==> src/rtl/ifu_prefetch_fifo.sv <==
// ifu_prefetch_fifo
// -----------------
// Instruction-prefetch buffer between the IFU fetch request path and the
// decode/issue stage. All DEPTH entries are usable (pointers carry a wrap
// bit), occupancy is tracked in a registered count, and a synchronous flush
// empties the buffer on a branch redirect.
//
// Optional feature: define IFU_PREFETCH_FIFO_STATS_EN to add the max_level
// high-water-mark output.
//
// Handshake: a write is taken on any cycle with wr_en high and either
// wr_ready high or a read accepted in the same cycle; a read is taken on any
// cycle with rd_en high and the FIFO non-empty, and its data appears on
// rd_data with rd_valid high exactly one cycle later. Requests that are not
// taken set the sticky overflow/underflow flags. Flush overrides both.
//
// Ports:
//   clk, rstn          clock, asynchronous active-low reset
//   flush              discard all contents next cycle
//   wr_en, wr_data     write request and data; wr_ready = !full
//   rd_en              read request
//   rd_valid, rd_data  registered read response (rd_data holds when idle)
//   level              occupancy 0..DEPTH
//   empty, full        level == 0 / level == DEPTH
//   almost_full        level >= AF_LEVEL
//   almost_empty       level <= AE_LEVEL
//   overflow           sticky: a write was rejected
//   underflow          sticky: a read was rejected
//   err_clr            clears the sticky flags (and max_level when present)
//   max_level          (stats build only) highest level seen since clear
module ifu_prefetch_fifo #(
    parameter int DATA_W   = 32,
    parameter int DEPTH    = 16,
    parameter int AF_LEVEL = 12,
    parameter int AE_LEVEL = 2
) (
    input  logic                     clk,
    input  logic                     rstn,
    input  logic                     flush,
    input  logic                     wr_en,
    input  logic [DATA_W-1:0]        wr_data,
    output logic                     wr_ready,
    input  logic                     rd_en,
    output logic                     rd_valid,
    output logic [DATA_W-1:0]        rd_data,
    output logic [$clog2(DEPTH):0]   level,
    output logic                     empty,
    output logic                     full,
    output logic                     almost_full,
    output logic                     almost_empty,
    output logic                     overflow,
    output logic                     underflow,
    input  logic                     err_clr
`ifdef IFU_PREFETCH_FIFO_STATS_EN
    ,
    output logic [$clog2(DEPTH):0]   max_level
`endif
);

    localparam int AW = $clog2(DEPTH);
    localparam int PW = AW + 1;

    logic [DATA_W-1:0] mem_q [DEPTH];

    logic [PW-1:0]     wr_ptr_q, wr_ptr_d;
    logic [PW-1:0]     rd_ptr_q, rd_ptr_d;
    logic [PW-1:0]     count_q, count_d;
    logic [DATA_W-1:0] rd_data_q, rd_data_d;
    logic              rd_valid_q, rd_valid_d;
    logic              ovf_q, ovf_d;
    logic              unf_q, unf_d;

    logic              rd_fire, wr_fire;
    logic              ovf_set, unf_set;

    // Status decode from the registered count only.
    assign empty        = (count_q == '0);
    assign full         = (count_q == PW'(DEPTH));
    assign almost_full  = (count_q >= PW'(AF_LEVEL));
    assign almost_empty = (count_q <= PW'(AE_LEVEL));
    assign wr_ready     = ~full;
    assign level        = count_q;
    assign rd_valid     = rd_valid_q;
    assign rd_data      = rd_data_q;
    assign overflow     = ovf_q;
    assign underflow    = unf_q;

    // Flush masks both requests, so nothing moves and no flag is set.
    // A full FIFO still takes a write when a read frees a slot this cycle;
    // an empty FIFO never forwards the incoming word to the reader.
    assign rd_fire = ~flush & rd_en & ~empty;
    assign wr_fire = ~flush & wr_en & (~full | rd_fire);
    assign ovf_set = ~flush & wr_en & ~wr_fire;
    assign unf_set = ~flush & rd_en & ~rd_fire;

    always_comb begin
        wr_ptr_d   = wr_ptr_q;
        rd_ptr_d   = rd_ptr_q;
        count_d    = count_q;
        rd_data_d  = rd_data_q;
        rd_valid_d = rd_fire;
        if (flush) begin
            wr_ptr_d = '0;
            rd_ptr_d = '0;
            count_d  = '0;
        end else begin
            if (wr_fire) wr_ptr_d = wr_ptr_q + PW'(1);
            if (rd_fire) begin
                rd_ptr_d  = rd_ptr_q + PW'(1);
                rd_data_d = mem_q[rd_ptr_q[AW-1:0]];
            end
            count_d = count_q + PW'(wr_fire) - PW'(rd_fire);
        end
        // A set event in the clear cycle wins.
        ovf_d = (ovf_q & ~err_clr) | ovf_set;
        unf_d = (unf_q & ~err_clr) | unf_set;
    end

    always_ff @(posedge clk or negedge rstn) begin
        if (!rstn) begin
            wr_ptr_q   <= '0;
            rd_ptr_q   <= '0;
            count_q    <= '0;
            rd_data_q  <= '0;
            rd_valid_q <= 1'b0;
            ovf_q      <= 1'b0;
            unf_q      <= 1'b0;
        end else begin
            wr_ptr_q   <= wr_ptr_d;
            rd_ptr_q   <= rd_ptr_d;
            count_q    <= count_d;
            rd_data_q  <= rd_data_d;
            rd_valid_q <= rd_valid_d;
            ovf_q      <= ovf_d;
            unf_q      <= unf_d;
        end
    end

    // Storage is not reset; stale words are never readable because the
    // count gates every read.
    always_ff @(posedge clk) begin
        if (wr_fire) mem_q[wr_ptr_q[AW-1:0]] <= wr_data;
    end

`ifdef IFU_PREFETCH_FIFO_STATS_EN
    logic [PW-1:0] max_q, max_d;

    always_comb begin
        max_d = max_q;
        if (err_clr)             max_d = count_d;
        else if (count_d > max_q) max_d = count_d;
    end

    always_ff @(posedge clk or negedge rstn) begin
        if (!rstn) max_q <= '0;
        else       max_q <= max_d;
    end

    assign max_level = max_q;
`endif

    // The count and the wrap-bit pointer distance must always agree.
    assert property (@(posedge clk) disable iff (!rstn)
        count_q == PW'(wr_ptr_q - rd_ptr_q));

endmodule

==> config.mk <==
export PLATFORM = sky130hd
export DESIGN_NAME = ifu_prefetch_fifo
export DESIGN_NICKNAME = d
export VERILOG_FILES = /design/src/rtl/ifu_prefetch_fifo.sv
export SDC_FILE = /design/constraint.sdc
export NUM_CORES = 1
export LEC_CHECK = 0
export ABC_AREA = 1
export CAP_MARGIN = 20
export CELL_PAD_IN_SITES_DETAIL_PLACEMENT = 1
export CELL_PAD_IN_SITES_GLOBAL_PLACEMENT = 1
export CORE_MARGIN = 1
export CORE_UTILIZATION = 49
export DETAILED_ROUTE_END_ITERATION = 12
export PLACE_DENSITY_LB_ADDON = 0.08
export SLEW_MARGIN = 20
export SYNTH_ARGS = -nofsm -noshare
export SYNTH_HDL_FRONTEND = slang
export SYNTH_SLANG_ARGS = --single-unit
export TNS_END_PERCENT = 50
==> constraint.sdc <==
create_clock -name clk -period 4.5 [get_ports clk]
set_input_delay 0.675 -clock clk [delete_from_list [all_inputs] [get_ports clk]]
set_output_delay 0.675 -clock clk [all_outputs]
set_load 0.02 [all_outputs]
==> flow_summary.json <==
{
  "tightestPinTransition_ns": 0.984,
  "critPathRequiredTime_ns": 4.81,
  "gp_congestion": 0.770,
  "place_hpwl_um": 33300,
  "status": "finished clean",
  "max-clock-path-buffers": 3,
  "period_minus_slack_ns": 3.04,
  "worst-path-buf-inv": 3,
  "yosysSeqAreaShare_pct": 73.5,
  "worstPathCellList": "clkdlybuf4s50_1, nor2_1, inv_1, nand2_1, nand2_2, nor2_1, nand2_1, nor2_4, buf_4",
  "syn_nets": 1996,
  "fp.dieH_um": 217,
  "htree_levels": 2,
  "path_clk_slew_ns": 0.06,
  "drtAntennaViolNets": 0,
  "cp_slowest_cell": "nor2_4",
  "syn2layout_area_growth_pct": 15.0,
  "hold_viol": 0,
  "crit_fanout": 23,
  "synth_area_leaders": "edfxtp_1, nand2_1, nand3_1",
  "finalCritPeriodShare_pct": 67.5,
  "ys_warn_count": 0,
  "final.setup.worst_slack_ns": 1.46,
  "drtIter0Drc": 1038,
  "drc": 0,
  "post_cts_resized": 0,
  "cp-end-kind": "flop",
  "hp-class": "in2async",
  "rsz0062_at_grt": "no",
  "setup_tns_ns": 0,
  "row_count": 78,
  "final_nets": 2070,
  "post_cts_buffers": 0,
  "io_buffer_count": 82,
  "core_um2": 45400,
  "overflow": 0,
  "startpoint_type": "input pin",
  "leakage_uw": 0.00986,
  "synth_area_um2": 22600,
  "grt_max_degree": 189,
  "grt_pass1_wl_um": 93400,
  "clock-root-buffer": "clkbuf_16",
  "vias": 14845,
  "yosys_register_bits": 560,
  "antenna_found_initial": 1,
  "die_x_um": 217,
  "dp_slack_ns": 0.868,
  "synth_top_area_share_pct": 68.2,
  "dieArea_um2": 46900,
  "cp_top_family": "simple AND/OR/NAND/NOR gates",
  "finalSetupViolCount": 0,
  "ys_types": 28,
  "routedWlPerCell_um": 22.9,
  "cts-buffers-inserted": 57,
  "synth_area_per_cell_um2": 11.6,
  "wl_um": 61000,
  "grt_pass1_vias": 15774,
  "cts_tree": "yes",
  "drv_cap": 0,
  "viasPerCell": 5.57,
  "initial_core_util_pct": 49.7,
  "slew_headroom_pct": 34.4,
  "drive_gt1_share_pct": 7.41,
  "clock.fmax_ghz": 0.329,
  "nFillCells": 4616,
  "p_per_area_nw_per_um2": 537,
  "clock_sinks": 560,
  "max_stage_delay_ns": 0.67,
  "max-vdd-ir-drop_mv": 0.497,
  "holdBufCountCts": 0,
  "clk_latency_ns": 0.62,
  "cp.arrival_ns": 3.35,
  "synth_top_cell_by_area": "edfxtp_1",
  "gr-usage-all-layers_pct": 26.7,
  "fin_worst_skew_ns": 0.0169,
  "ioPinCount": 83,
  "power.total_uw": 13900,
  "synth_cells": 1943,
  "final-max-slew-violation-count": 0,
  "dr.pass1.iters": 5,
  "worstSetupPathType": "in2reg"
}
cell families (layout without fill, tap and decap cells):
group	Yosys count	after routing	synth area share, %
and+or+nand+nor	1146	1146	20.7
DFF	560	560	73.5
buffers and inverters	135	257	2.90
AOI/OAI and AO/OA	83	83	1.90
adders and majority gates	15	15	0.865
xor gates and xnor gates	4	4	0.155
other	0	1	0
cell usage in the layout, fill, tap and decap left out, types with 5 or more instances in the layout:
cell type,count
a21oi_1,69
buf_12,7
buf_4,31
clkbuf_1,20
clkbuf_16,61
clkbuf_8,7
clkdlybuf4s50_1,81
clkinv_2,10
dfrtp_1,46
edfxtp_1,512
ha_1,14
inv_1,23
inv_2,6
nand2_1,817
nand3_1,263
nor2_1,43
nor2_4,5
nor3_2,12
o21ai_0,5
layer usage:
layer  track usage [%]  part of all wire [%]  wire length [um]
met5                 0                     0                 0
met4              8.50                   2.8              1690
met3              4.49                   4.6              2830
met2              46.7                    51             31200
met1              33.7                    42             25400
cells in the mapped netlist, drive strengths merged:
library cell / n
nand2: 820
edfxtp: 512
nand3: 263
buf: 93
a21oi: 69
nor2: 50
dfrtp: 48
inv: 30
ha: 14
clkbuf: 12
nor3: 12
o21ai: 9
xor2: 4
o22ai: 2
a221o: 1
fa: 1
nand4: 1
o21a: 1
o21bai: 1
through the flow:
step | cell area, um^2 | util, % | instances | hold slack (ns)
floorplan | 22600 | - | 1943 | 0.379
global placement | 24100 | 53.0 | 2558 | 0.466
detailed placement | 24100 | 53.0 | 2558 | 0.470
CTS | 25900 | 57.1 | 2665 | 0.217
global route | 25900 | 57.1 | 2666 | 0.244
finish | 25900 | 57.1 | 2666 | 0.216
power by group:
part	switching [uW]	total [uW]	leakage [uW]	internal [uW]
clock	1960	4720	0.000918	2760
combinational	2030	3020	0.00372	996
sequential	251	6170	0.00522	5920
flip-flops by register name (all words and copies together) (netlist names):
| name | cells |
|---|---|
| rd_ptr_q | 4 |
| underflow | 1 |
| rd_valid | 1 |
| rd_data | 32 |
| wr_ptr_q | 4 |
| overflow | 1 |
| level | 5 |
| mem_q | 512 |
final cells by class:
class	count	area (um^2)	share of cell area (%)
sequential	560	16600	64.0
multi-input combinational	1248	5420	20.9
clock buffer	88	1700	6.55
timing repair buffer	120	1190	4.58
tap	600	751	2.90
clock inverter	19	171	0.661
inverter	30	118	0.454
antenna	1	2.50	0.00965
final timing paths:
kind | end | slack, ns | startpoint | cells after the start
worst max register to register | mem_q[3][4] | 1.52 | level[2] | 10
worst max-delay path | mem_q[3][4] | 1.46 | flush | 9
max in group asynchronous | rd_data[16] | 3.33 | rstn | 2
worst min-delay path | rd_data[29] | 0.22 | rstn | 1
worst min register to register | rd_data[22] | 0.48 | rd_data[22] | 2
min in group clk | rd_data[22] | 0.48 | rd_data[22] | 2
Power figures use the tool's default switching activity.
